<file path="config.mk">
export PLATFORM = sky130hd
export DESIGN_NAME = ram_arbiter
export DESIGN_NICKNAME = d
export VERILOG_FILES = /design/src/rtl/ram_arbiter.sv
export SDC_FILE = /design/constraint.sdc
export NUM_CORES = 1
export LEC_CHECK = 0
export ABC_AREA = 1
export CORE_AREA = 2 2 157 159
export CTS_BUF_LIST = sky130_fd_sc_hd__clkbuf_4 sky130_fd_sc_hd__clkbuf_8
export DETAILED_ROUTE_END_ITERATION = 12
export DIE_AREA = 0 0 159 161
export GPL_TIMING_DRIVEN = 0
export SKIP_CTS_REPAIR_TIMING = 1
export SYNTH_ARGS = -nofsm -noshare
export SYNTH_HDL_FRONTEND = slang
export SYNTH_SLANG_ARGS = --single-unit
</file>
<file path="constraint.sdc">
create_clock -name CLK -period 5.25 [get_ports CLK]
set_clock_uncertainty 0.05 [all_clocks]
set_input_delay 1.575 -clock CLK [delete_from_list [all_inputs] [get_ports CLK]]
set_output_delay 1.575 -clock CLK [all_outputs]
set_load 0.01 [all_outputs]
</file>
<file path="src/rtl/ram_arbiter.sv">
// Round-robin arbiter that shares one RAM port among NREQ cache requesters.
// Holds each grant until RAM reports ACCESS or ERROR, or until the requester withdraws.
module ram_arbiter #(
    parameter int NREQ = 4,
    parameter int AW   = 32,
    parameter int DW   = 32,
    localparam int IW  = (NREQ > 1) ? $clog2(NREQ) : 1
) (
    input  logic               CLK,
    input  logic               nRST,
    input  logic [NREQ-1:0]    req_ren,
    input  logic [NREQ-1:0]    req_wen,
    input  logic [NREQ*AW-1:0] req_addr,
    input  logic [NREQ*DW-1:0] req_store,
    output logic [NREQ-1:0]    req_wait,
    output logic [DW-1:0]      req_load,
    input  logic [1:0]         ramstate,
    input  logic [DW-1:0]      ramload,
    output logic               ramREN,
    output logic               ramWEN,
    output logic [AW-1:0]      ramaddr,
    output logic [DW-1:0]      ramstore,
    output logic               gnt_valid,
    output logic [IW-1:0]      gnt_id,
    output logic               err
);

    localparam logic [1:0] RAM_ACCESS = 2'd2;
    localparam logic [1:0] RAM_ERROR  = 2'd3;

    typedef enum logic {IDLE, GRANT} state_t;

    state_t          state, state_n;
    logic [IW-1:0]   rr_ptr;
    logic [IW-1:0]   pick;
    logic [IW-1:0]   cand;
    logic            found;
    logic            err_n;
    logic [NREQ-1:0] pending;
    logic            gnt_pend;
    logic [AW-1:0]   addr_a  [NREQ];
    logic [DW-1:0]   store_a [NREQ];

    function automatic logic [IW-1:0] wrap_inc(input logic [IW-1:0] v);
        return (v == IW'(NREQ - 1)) ? '0 : v + 1'b1;
    endfunction

    for (genvar i = 0; i < NREQ; i++) begin : g_unpack
        assign addr_a[i]  = req_addr[i*AW +: AW];
        assign store_a[i] = req_store[i*DW +: DW];
    end

    assign pending   = req_ren | req_wen;
    assign gnt_pend  = pending[gnt_id];
    assign gnt_valid = (state == GRANT);
    assign req_load  = ramload;

    // First pending requester at or after rr_ptr, wrapping modulo NREQ.
    always_comb begin
        pick  = '0;
        found = 1'b0;
        cand  = rr_ptr;
        for (int k = 0; k < NREQ; k++) begin
            if (!found && pending[cand]) begin
                pick  = cand;
                found = 1'b1;
            end
            cand = wrap_inc(cand);
        end
    end

    always_comb begin
        state_n  = state;
        ramREN   = 1'b0;
        ramWEN   = 1'b0;
        ramaddr  = '0;
        ramstore = '0;
        req_wait = '1;
        err_n    = 1'b0;
        case (state)
            IDLE: begin
                if (|pending) state_n = GRANT;
            end
            GRANT: begin
                ramaddr  = addr_a[gnt_id];
                ramstore = store_a[gnt_id];
                if (!gnt_pend) begin
                    // Withdrawn requester: abort without touching the RAM.
                    state_n = IDLE;
                end else begin
                    ramWEN = req_wen[gnt_id];
                    ramREN = req_ren[gnt_id] & ~req_wen[gnt_id];
                    if (ramstate == RAM_ACCESS || ramstate == RAM_ERROR) begin
                        req_wait[gnt_id] = 1'b0;
                        state_n          = IDLE;
                        err_n            = (ramstate == RAM_ERROR);
                    end
                end
            end
            default: state_n = IDLE;
        endcase
    end

    always_ff @(posedge CLK or negedge nRST) begin
        if (!nRST) begin
            state  <= IDLE;
            gnt_id <= '0;
            rr_ptr <= '0;
            err    <= 1'b0;
        end else begin
            state <= state_n;
            err   <= err_n;
            if (state == IDLE && found) gnt_id <= pick;
            if (state == GRANT && state_n == IDLE) rr_ptr <= wrap_inc(gnt_id);
        end
    end

endmodule
</file>
==> flow_metrics.py <==
metrics = {
    "clock_network": {
        "clkSlewWorstSetupHoldPaths_ns": 0.03,
        "cts_sinks": 6,
        "cts_tree": "built",
        "h-tree-depth": 1,
        "clock_latency_ns": 0.22,
        "root_buffer": "clkbuf_8",
        "clock_path_buffers": 2,
        "cts_inserted_buffers": 3,
    },
    "place": {
        "gp_congestion": 0.862,
        "port_buffers": 373,
        "dp_cells": 1355,
        "hpwl_mm": 17.7,
    },
    "synth": {
        "synth_cell_types": 26,
        "syn_nets": 963,
        "synth_common_cells": "268 x nor2_1, 130 x o21ai_0, 72 x a21oi_1",
        "synth_seq_cells": 6,
        "yosysMostFrequentCell": "nor2_1",
        "yosysTopAreaCell": "nor2_1",
        "seq_area_frac_synth_pct": 4.75,
        "synth_top_area_share_pct": 31.9,
        "synthCells": 658,
        "syn_area_mm2": 0.00316,
        "synth-edff-count": 0,
        "synth_ff_type": "dfrtp_1",
        "async_flop_share_pct": 100,
        "ys_top_cells_by_area": "nor2_1 32%, o21ai_0 21%, a21oi_1 11%, buf_4 7.6%, dfrtp_1 4.8%",
        "syn_avg_cell_area_um2": 4.80,
        "ys_warn_count": 0,
    },
    "finish": {
        "stdcell_count": 1359,
        "nets": 1341,
        "fillCellCount": 2709,
        "regArea_um2": 150,
        "multi_input_area_mm2": 0.00248,
        "area_growth_pct": 133,
        "drive_above_1_share_pct": 7.16,
    },
    "worst_setup_path": {
        "crit_family": "buffers and inverters",
        "slowest_stage": "clkdlybuf4s50_1",
        "critical_path_class": "in -> out",
        "crit_arrival_ns": 3.37,
        "path_cells": "clkdlybuf4s50_1 > nor2_1 > a21oi_1 > o21ai_0 > nand2_1 > nand3_1 > inv_1 > nand2_1 > clkdlybuf4s50_1",
        "max_stage_delay_ns": 0.55,
        "cp.required_ns": 3.63,
        "start_kind": "input pin",
        "crit_fanout": 4,
        "worst-path-buf-inv": 3,
        "end_kind": "output port",
    },
    "floorplan": {
        "fp.dieW_um": 159,
        "die_h_um": 161,
        "start_util_pct": 13.2,
        "design.core.area_mm2": 0.0240,
        "dieArea_mm2": 0.0256,
        "rows": 57,
        "ios": 406,
    },
    "power": {
        "p_int_mw": 1.44,
        "combPwrFrac_pct": 94.7,
        "clkPwrFrac_pct": 2.1,
        "p_leak_nw": 2.89,
        "power_density_mw_per_mm2": 433,
        "ir_drop_v": 0.000220,
        "seq_power_share_pct": 3.2,
        "p_sw_mw": 1.74,
        "sw_frac_of_total_pct": 54.8,
    },
    "sta": {
        "fmax_ghz": 0.200,
        "finalHoldViolations": 0,
        "rsz0062_at_grt": "false",
        "maxSlewViolCount": 0,
        "tightest_slew_ns": 0.669,
        "setup_tns_ns": 0,
        "period_needed_ns": 5.00,
        "setup_viol": 0,
        "fin_crit_sh_pct": 95.2,
        "slew_headroom_pct": 55.4,
        "hold-worst-slack_ns": 0.489,
    },
    "status": {
        "status": "finished clean",
    },
    "global_route": {
        "grt_max_degree": 12,
        "antenna_found_initial": 0,
        "track_usage_pct": 15.3,
        "grt_pass1_vias": 5590,
        "grt_pass1_wl_mm": 31.4,
        "overflow": 0,
    },
    "routing": {
        "drc": 0,
        "wirelength_mm": 21.1,
        "antenna_left": 0,
        "vias": 5602,
        "drt_first_pass_iters": 5,
        "drt_iter0_drc": 305,
        "avgViaCountPerCell": 4.12,
        "routedWlPerCell_um": 15.5,
    },
    "flow_run": {
        "maxCapViolCount": 0,
    },
    "hold_path": {
        "min_path_type": "reg -> reg",
    },
}
## power groups by stage
| stage | logic [mW] | registers [mW] | clock network [mW] |
|---|---|---|---|
| 2_1_floorplan | 1.59 | 0.0995 | 0 |
| 4_1_cts | 3.04 | 0.101 | 0.0688 |
| 6_report | 3.01 | 0.102 | 0.0672 |
| 5_1_grt | 3.32 | 0.105 | 0.0723 |
| 3_3_place_gp | 3.02 | 0.101 | 0 |
| 3_5_place_dp | 3.03 | 0.102 | 0 |
## through the flow
stage	utilization, %	total power [mW]	instance area [um^2]	setup slack [ns]
floorplan	-	1.69	3160	1.36
global placement	30.5	3.12	7300	0.231
detailed placement	30.5	3.13	7300	0.225
CTS	30.6	3.21	7340	0.217
global route	30.6	3.50	7340	0.0549
finish	30.6	3.18	7340	0.253
## final timing paths
check,start,end,slack [ns],cells past startpoint
setup reg to reg,gnt_id[0]$_DFFE_PN0P_,rr_ptr[1]$_DFFE_PN0P_,2.96,7
hold reg to reg,gnt_valid$_DFF_PN0_,gnt_valid$_DFF_PN0_,0.49,1
hold / removal,gnt_valid$_DFF_PN0_,gnt_valid$_DFF_PN0_,0.49,1
setup / recovery,req_ren[0],req_wait[3],0.25,9
max in group asynchronous,nRST,gnt_id[0]$_DFFE_PN0P_,3.37,1
min in group asynchronous,nRST,gnt_id[1]$_DFFE_PN0P_,1.56,1
## state kept, by name, summed over array words and instances (netlist names)
register / flops
gnt_id: 2
rr_ptr: 2
err: 1
gnt_valid: 1
## cells by family after synthesis
kind of cell | count (synthesis) | synth area share (%)
adders and majority gates | 5 | 1.98
DFF | 6 | 4.75
buffers and inverters | 102 | 16.7
AOI/OAI and AO/OA | 213 | 34.1
and+or+nand+nor | 332 | 42.5
## placed cells by master (no fill, tap or decap)
cell type / count
clkdlybuf4s50_1: 373
nor2_1: 267
o21ai_0: 130
a21oi_1: 72
nand2_1: 39
buf_4: 32
clkbuf_1: 21
buf_2: 19
inv_1: 15
buf_1: 10
nand3_1: 10
o21ai_1: 7
dfrtp_1: 6
inv_2: 5
ha_1: 5
nand3_2: 4
nor2_2: 3
nand2_2: 3
clkbuf_8: 3
nand2_4: 2
diode_2: 1
nor4_1: 1
o211ai_1: 1
nor2_4: 1
nor2_8: 1
o21a_1: 1
nand3b_1: 1
a21boi_0: 1
o21ai_2: 1
## layer usage
layer | wire [um] | global-route usage [%]
met1 | 9220 | 19.4
met2 | 10500 | 28.0
met3 | 1150 | 2.08
met4 | 212 | 2.27
met5 | 0 | 0
## cell type report
cell class	count	share of cell area, %
clock buffers	3	0.562
flip-flops and latches	6	2.04
inverters	20	1.02
well taps	324	5.52
diodes	1	0.0341
multi-input cells	550	33.8
repair buffers	373	50.8
plain buffers	82	6.15
Power figures use the tool's default switching activity.
==> patch 1: new RTL, same settings <==
Set the parameter `AW` to 16 (it was 32).
--- a/src/rtl/ram_arbiter.sv
+++ b/src/rtl/ram_arbiter.sv
@@ -4,3 +4,3 @@
     parameter int NREQ = 4,
-    parameter int AW   = 32,
+    parameter int AW   = 16,
     parameter int DW   = 32,
Ports: changed (resized ramaddr and req_addr); port bits go from 406 to 326. No check against the original RTL was run, so the function may have changed too.
==> patch 1 against the original RTL <==
Wire length decreased by 22%. Highest routed layer unchanged. Via count down 20%. Power fell by 23%. Area after synthesis shrank 17%. Sequential cell count did not move. Cell area down 18%. Register-to-register slack improved by 0.11 ns. Critical path type unchanged. Clock power is 4.0% higher. Largest power group unchanged. Worst setup slack lost 0.037 ns. Combinational power shrank 24%.
==> patch 1: results (changes against the original RTL) <==
stage	metric	value	unit	change
cells_and_area	multi_input_area	1970	um2	was 2480 um2
cts	cts_max_path_buffers	2		unchanged
yosys	yosys-top-cells-count	sky130_fd_sc_hd__nor2_1, sky130_fd_sc_hd__o21ai_0, sky130_fd_sc_hd__a21oi_1, sky130_fd_sc_hd__nand2_1, sky130_fd_sc_hd__buf_4		unchanged
cells_and_area	layout-drive-gt1-share	0.0777		was 0.0716
yosys	synth.area.top_cells	sky130_fd_sc_hd__nor2_1, sky130_fd_sc_hd__o21ai_0, sky130_fd_sc_hd__a21oi_1		unchanged
place	dp_slack	0.178	ns	was 0.225 ns
grt	aggregate_global_route_resource_usage	0.120		was 0.153
cts	htree_num_levels	1		unchanged
cells_and_area	largest_registers_in_the_final_layout	gnt_id x2, rr_ptr x2		unchanged
setup_path	critPathArrivalTime	3.41	ns	was 3.37 ns
grt	first_global_vias	4392		was 5590
cts	insertion_delay	0.22	ns	about the same
route	dr.pass1.iters	4		was 5
job	drv.max_cap_violation_count	0		unchanged
yosys	post_synth_fa_ha_maj_area_fraction	0.0239		was 0.0198
place	half_perimeter_wire_length_after_placement	13.6	mm	was 17.7 mm
timing	worst_pin_slew	0.679	ns	was 0.669 ns
route	drt_iter0_drc	212		was 305
power_and_ir_drop	vdd_drop_max	0.145	mV	was 0.220 mV
yosys	yosysWarningCount	0		unchanged
power_and_ir_drop	p_leak	2.39	nW	was 2.89 nW
yosys	syn-num-nets	782		was 963
route	wl_per_cell	14.2	um	was 15.5 um
place	finalWeightedCongestion	0.824		was 0.862
cells_and_area	n_fill_cell	2749		was 2709
setup_path	worst-r2r-cell-count	6		was 7
cts	cts_inserted_buffers	3		unchanged
grt	grt_first_pass_wirelength	24.5	mm	was 31.4 mm
yosys	synth_xor_area_frac	0		unchanged
worst_hold_path	worstHoldPathType	flop to flop		unchanged
yosys	synthFlopType	sky130_fd_sc_hd__dfrtp_1		unchanged
grt	grt_start_max_net_pins	12		unchanged
yosys	postSynth.asyncResetShare	1.00		unchanged
route	routed-via-count	4463		was 5602
setup_path	worst-path-max-fanout	4		unchanged
yosys	synth-compound-area-share	0.319		was 0.341
place	buffer_ports.inserted	293		was 373
cts	clk_pin_slew_worst_paths	0.04	ns	
grt	grt_antenna_before_repair	0		unchanged
yosys	netlist-cell-type-count	22		was 26
cts	cts.root.buffer_cell	sky130_fd_sc_hd__clkbuf_8		unchanged
yosys	seq_area_frac_synth	0.0573		was 0.0475
cells_and_area	diodes	0		was 1
cells_and_area	finish.net_count	1080		was 1341
yosys	mux_contribution_to_synthesized_area	0		unchanged
worst_hold_path	min_delay_path_depth	2		was 1
status	run_status	finished clean		unchanged
## patch 1: logic make-up (layout without fill, tap and decap cells)
family | Yosys count | after routing
compound gates | 165 | 165
fa+ha+maj | 5 | 5
buf+inv | 96 | 392
flops | 6 | 6
simple gates | 269 | 269
## patch 1: report_power, final
part | switching [mW] | internal [mW]
registers | 0.0294 | 0.0675
clock network | 0.0206 | 0.0493
logic | 1.27 | 1.01
## patch 1: metrics by stage
step | hold WS [ns] | instances | instance area (um2)
2_1_floorplan | 0.502 | 541 | 2620
3_3_place_gp | 0.549 | 1158 | 5960
3_5_place_dp | 0.560 | 1158 | 5960
4_1_cts | 0.566 | 1161 | 6000
5_1_grt | 0.611 | 1161 | 6000
6_report | 0.570 | 1161 | 6000
## patch 1: worst paths after layout
kind	start	endpoint	slack, ns
min in group asynchronous	nRST	err	1.56
setup reg to reg	gnt_id[1]	rr_ptr[1]	3.07
max in group asynchronous	nRST	gnt_id[0]	3.36
hold reg to reg	rr_ptr[1]	rr_ptr[1]	0.57
setup / recovery	req_ren[1]	req_wait[0]	0.22
hold / removal	rr_ptr[1]	rr_ptr[1]	0.57
## patch 1: layer usage
layer | track usage | vias to the layer above | part of all wire
li1 | - | 2304 | -
met1 | 0.151 | 1937 | 0.43
met2 | 0.220 | 206 | 0.49
met3 | 0.0195 | 16 | 0.065
met4 | 0.0207 | 0 | 0.012
met5 | 0 | - | 0
## patch 1: cell type report
cell class | instances | share of cell area
Inverter | 25 | 0.0156
Tap cell | 324 | 0.0675
Clock buffer | 3 | 0.00688
Sequential cell | 6 | 0.0250
Buffer | 71 | 0.0679
Timing Repair Buffer | 293 | 0.489
Multi-Input combinational cell | 439 | 0.328
## patch 1: worst max-delay path, stage by stage
cell and delay, ns:
sky130_fd_sc_hd__clkdlybuf4s50_1 0.45, sky130_fd_sc_hd__nor2_2 0.19, sky130_fd_sc_hd__o21ai_1 0.07, sky130_fd_sc_hd__a21oi_1 0.24, sky130_fd_sc_hd__a21oi_2 0.08, sky130_fd_sc_hd__nand3_1 0.10, sky130_fd_sc_hd__inv_1 0.08, sky130_fd_sc_hd__nand2_1 0.07
sky130_fd_sc_hd__clkdlybuf4s50_1 0.54
==> patch 2: new RTL, same flow settings <==
Without the edit above. Put one more register stage on the output `err`, with the module's reset. The value now appears one clock later. The other outputs are not delayed to match.
--- a/src/rtl/ram_arbiter.sv
+++ b/src/rtl/ram_arbiter.sv
@@ -31,2 +31,4 @@
     typedef enum logic {IDLE, GRANT} state_t;
+
+    logic err_s0;
 
@@ -108,6 +110,6 @@
             rr_ptr <= '0;
-            err    <= 1'b0;
+            err_s0 <= 1'b0;
         end else begin
             state <= state_n;
-            err   <= err_n;
+            err_s0 <= err_n;
             if (state == IDLE && found) gnt_id <= pick;
@@ -117,2 +119,10 @@
 
+    always_ff @(posedge CLK or negedge nRST) begin
+        if (!nRST) begin
+            err <= '0;
+        end else begin
+            err <= err_s0;
+        end
+    end
+
 endmodule
Check against the original RTL: not equivalent (a bounded check fails within 4 cycles, from zero or initial values and one cycle with nRST low).
==> patch 2 against the original RTL <==
Hold slack worse by 0.19 ns. Cell area is 0.70% higher. Count of clock-buffer cells in the layout stayed put. Wire length is 5.9% higher. Sequential cell count is 1 higher. Sequential power is 18% higher. Worst setup slack better by 0.049 ns. Area after synthesis is 1.5% higher. First-iteration DRC count is 27% lower. Power is 3.4% higher. Via count is 1.6% higher. Critical path type unchanged.
==> patch 2: results (changes against the original RTL) <==
stage	metric	value	unit	change
status	run_status	finished clean		unchanged
yosys	mux_contribution_to_synthesized_area	0		unchanged
place	finalWeightedCongestion	0.901		was 0.862
setup_path	timing.critical_path.to	req_wait[0]		was req_wait[3]
setup_path	critPathArrivalTime	3.32	ns	was 3.37 ns
power_and_ir_drop	p_leak	2.93	nW	was 2.89 nW
cells_and_area	finish.net_count	1341		unchanged
yosys	postSynth.asyncResetShare	1.00		unchanged
yosys	synthFlopType	sky130_fd_sc_hd__dfrtp_1		unchanged
yosys	post_synth_fa_ha_maj_area_fraction	0.0195		was 0.0198
cts	insertion_delay	0.22	ns	about the same
yosys	synth-compound-area-share	0.327		was 0.341
timing	worst_pin_slew	0.873	ns	was 0.669 ns
power_and_ir_drop	vdd_drop_max	0.196	mV	was 0.220 mV
route	ant_nets	0		unchanged
cts	clk_pin_slew_worst_paths	0.04	ns	
grt	grt_first_pass_wirelength	32.6	mm	was 31.4 mm
place	buffer_ports.inserted	373		unchanged
setup_path	worst-path-max-fanout	5		was 4
place	placed_area	7350	um2	was 7300 um2
yosys	syn-num-nets	963		unchanged
setup_path	worst-r2r-cell-count	6		was 7
setup_path	worst_path_largest_cell_delay	0.53	ns	was 0.55 ns
cells_and_area	layout-drive-gt1-share	0.0860		was 0.0716
cts	htree_num_levels	1		unchanged
grt	aggregate_global_route_resource_usage	0.162		was 0.153
place	half_perimeter_wire_length_after_placement	18.6	mm	was 17.7 mm
worst_hold_path	worstHoldPathType	flop to flop		unchanged
route	drt_wl_total	22.4	mm	was 21.1 mm
route	drt_iter0_drc	224		was 305
setup_path	worst_path_max_delay_cell	sky130_fd_sc_hd__clkdlybuf4s50_1		unchanged
cts	cts_max_path_buffers	2		unchanged
yosys	yosysWarningCount	0		unchanged
cts	cts_inserted_buffers	3		unchanged
yosys	yosys-top-cells-count	sky130_fd_sc_hd__nor2_1, sky130_fd_sc_hd__o21ai_0, sky130_fd_sc_hd__a21oi_1, sky130_fd_sc_hd__nand2_1, sky130_fd_sc_hd__buf_4		unchanged
yosys	seq_area_frac_synth	0.0546		was 0.0475
setup_path	path_delay_family	buffers and inverters		unchanged
setup_path	crit-reg2reg-capture	rr_ptr[1]		unchanged
cts	cts.root.buffer_cell	sky130_fd_sc_hd__clkbuf_8		unchanged
cells_and_area	largest_registers_in_the_final_layout	gnt_id x2, rr_ptr x2		unchanged
route	routed-via-count	5692		was 5602
route	dr.pass1.iters	4		was 5
grt	grt_start_max_net_pins	12		unchanged
setup_path	crit-reg2reg-launch	gnt_id[0]		unchanged
setup_path	crit_path_start	req_ren[2]		was req_ren[0]
yosys	synth.area.top_cells	sky130_fd_sc_hd__nor2_1, sky130_fd_sc_hd__o21ai_0, sky130_fd_sc_hd__a21oi_1		unchanged
setup_path	r2r_slack	3.11	ns	was 2.96 ns
yosys	netlist-cell-type-count	26		unchanged
yosys	synth_xor_area_frac	0		unchanged
grt	grt_antenna_before_repair	1		was 0
## patch 2: cell count changes in the layout (fill, tap and decap cells not counted), sizes merged, moves of 2 or more
cell | unedited run | this run
inv | 20 | 17
clkinv | 0 | 3
clkbuf | 24 | 26
buf | 61 | 59
nand2 | 44 | 47
nand3 | 14 | 16
o21ai | 138 | 135
nor2 | 272 | 275
a21oi | 72 | 70
## patch 2: layout make-up
type | instances | area (um2)
Sequential cell | 7 | 175
Multi-Input combinational cell | 550 | 2500
Buffer | 82 | 458
Antenna cell | 1 | 2.50
Fill cell | 2678 | 16600
Clock buffer | 3 | 41.3
Clock inverter | 1 | 5.00
Tap cell | 324 | 405
Timing Repair Buffer | 373 | 3730
Inverter | 19 | 72.6
## patch 2: power by group
group          switching (mW)  total, mW  internal (mW)
Clock                  0.0230     0.0743         0.0513
Combinational            1.75       3.10           1.35
Sequential             0.0426      0.120         0.0775
Total                    1.81       3.29           1.48
## patch 2: logic make-up (layout without fill, tap and decap cells)
kind of cell,count (synthesis),in the layout
AND/OR/NAND/NOR,338,338
AO/OA/AOI/OAI,207,207
adder cells (fa/ha/maj),5,5
flip-flops,7,7
buffers and inverters,101,478
other,0,1
## patch 2: per-stage QoR
step / cells / hold WS [ns] / worst slack [ns]
after global placement: 1355 / 0.285 / 0.319
after CTS: 1359 / 0.299 / 0.303
after detailed placement: 1355 / 0.290 / 0.311
after floorplan: 658 / 0.281 / 1.45
after global routing: 1359 / 0.311 / 0.177
final: 1360 / 0.302 / 0.302
## patch 2: how the worst min path moves through the flow
stage | from | endpoint | slack, ns | depth (start not counted)
after global placement | err_s0 | err | 0.28 | 0
after global routing | err_s0 | err | 0.31 | 0
after CTS | err_s0 | err | 0.30 | 0
after floorplan | err_s0 | err | 0.28 | 0
final | err_s0 | err | 0.30 | 0
after detailed placement | err_s0 | err | 0.29 | 0
## patch 2: routing by layer
metal | track usage | vias to the layer above | share of wire
met1 | 0.185 | 2511 | 0.41
li1 | - | 2862 | -
met3 | 0.0380 | 30 | 0.073
met4 | 0.0397 | 2 | 0.025
met2 | 0.305 | 287 | 0.49
met5 | 0 | - | 0.00058
## patch 2: worst reg2reg max path: stages, from the launching register on
cell and delay, ns:
sky130_fd_sc_hd__dfrtp_1 0.50, sky130_fd_sc_hd__inv_2 0.20, sky130_fd_sc_hd__buf_2 0.33, sky130_fd_sc_hd__clkbuf_1 0.47
sky130_fd_sc_hd__ha_1 0.33, sky130_fd_sc_hd__nor2_1 0.10, sky130_fd_sc_hd__a21oi_1 0.05
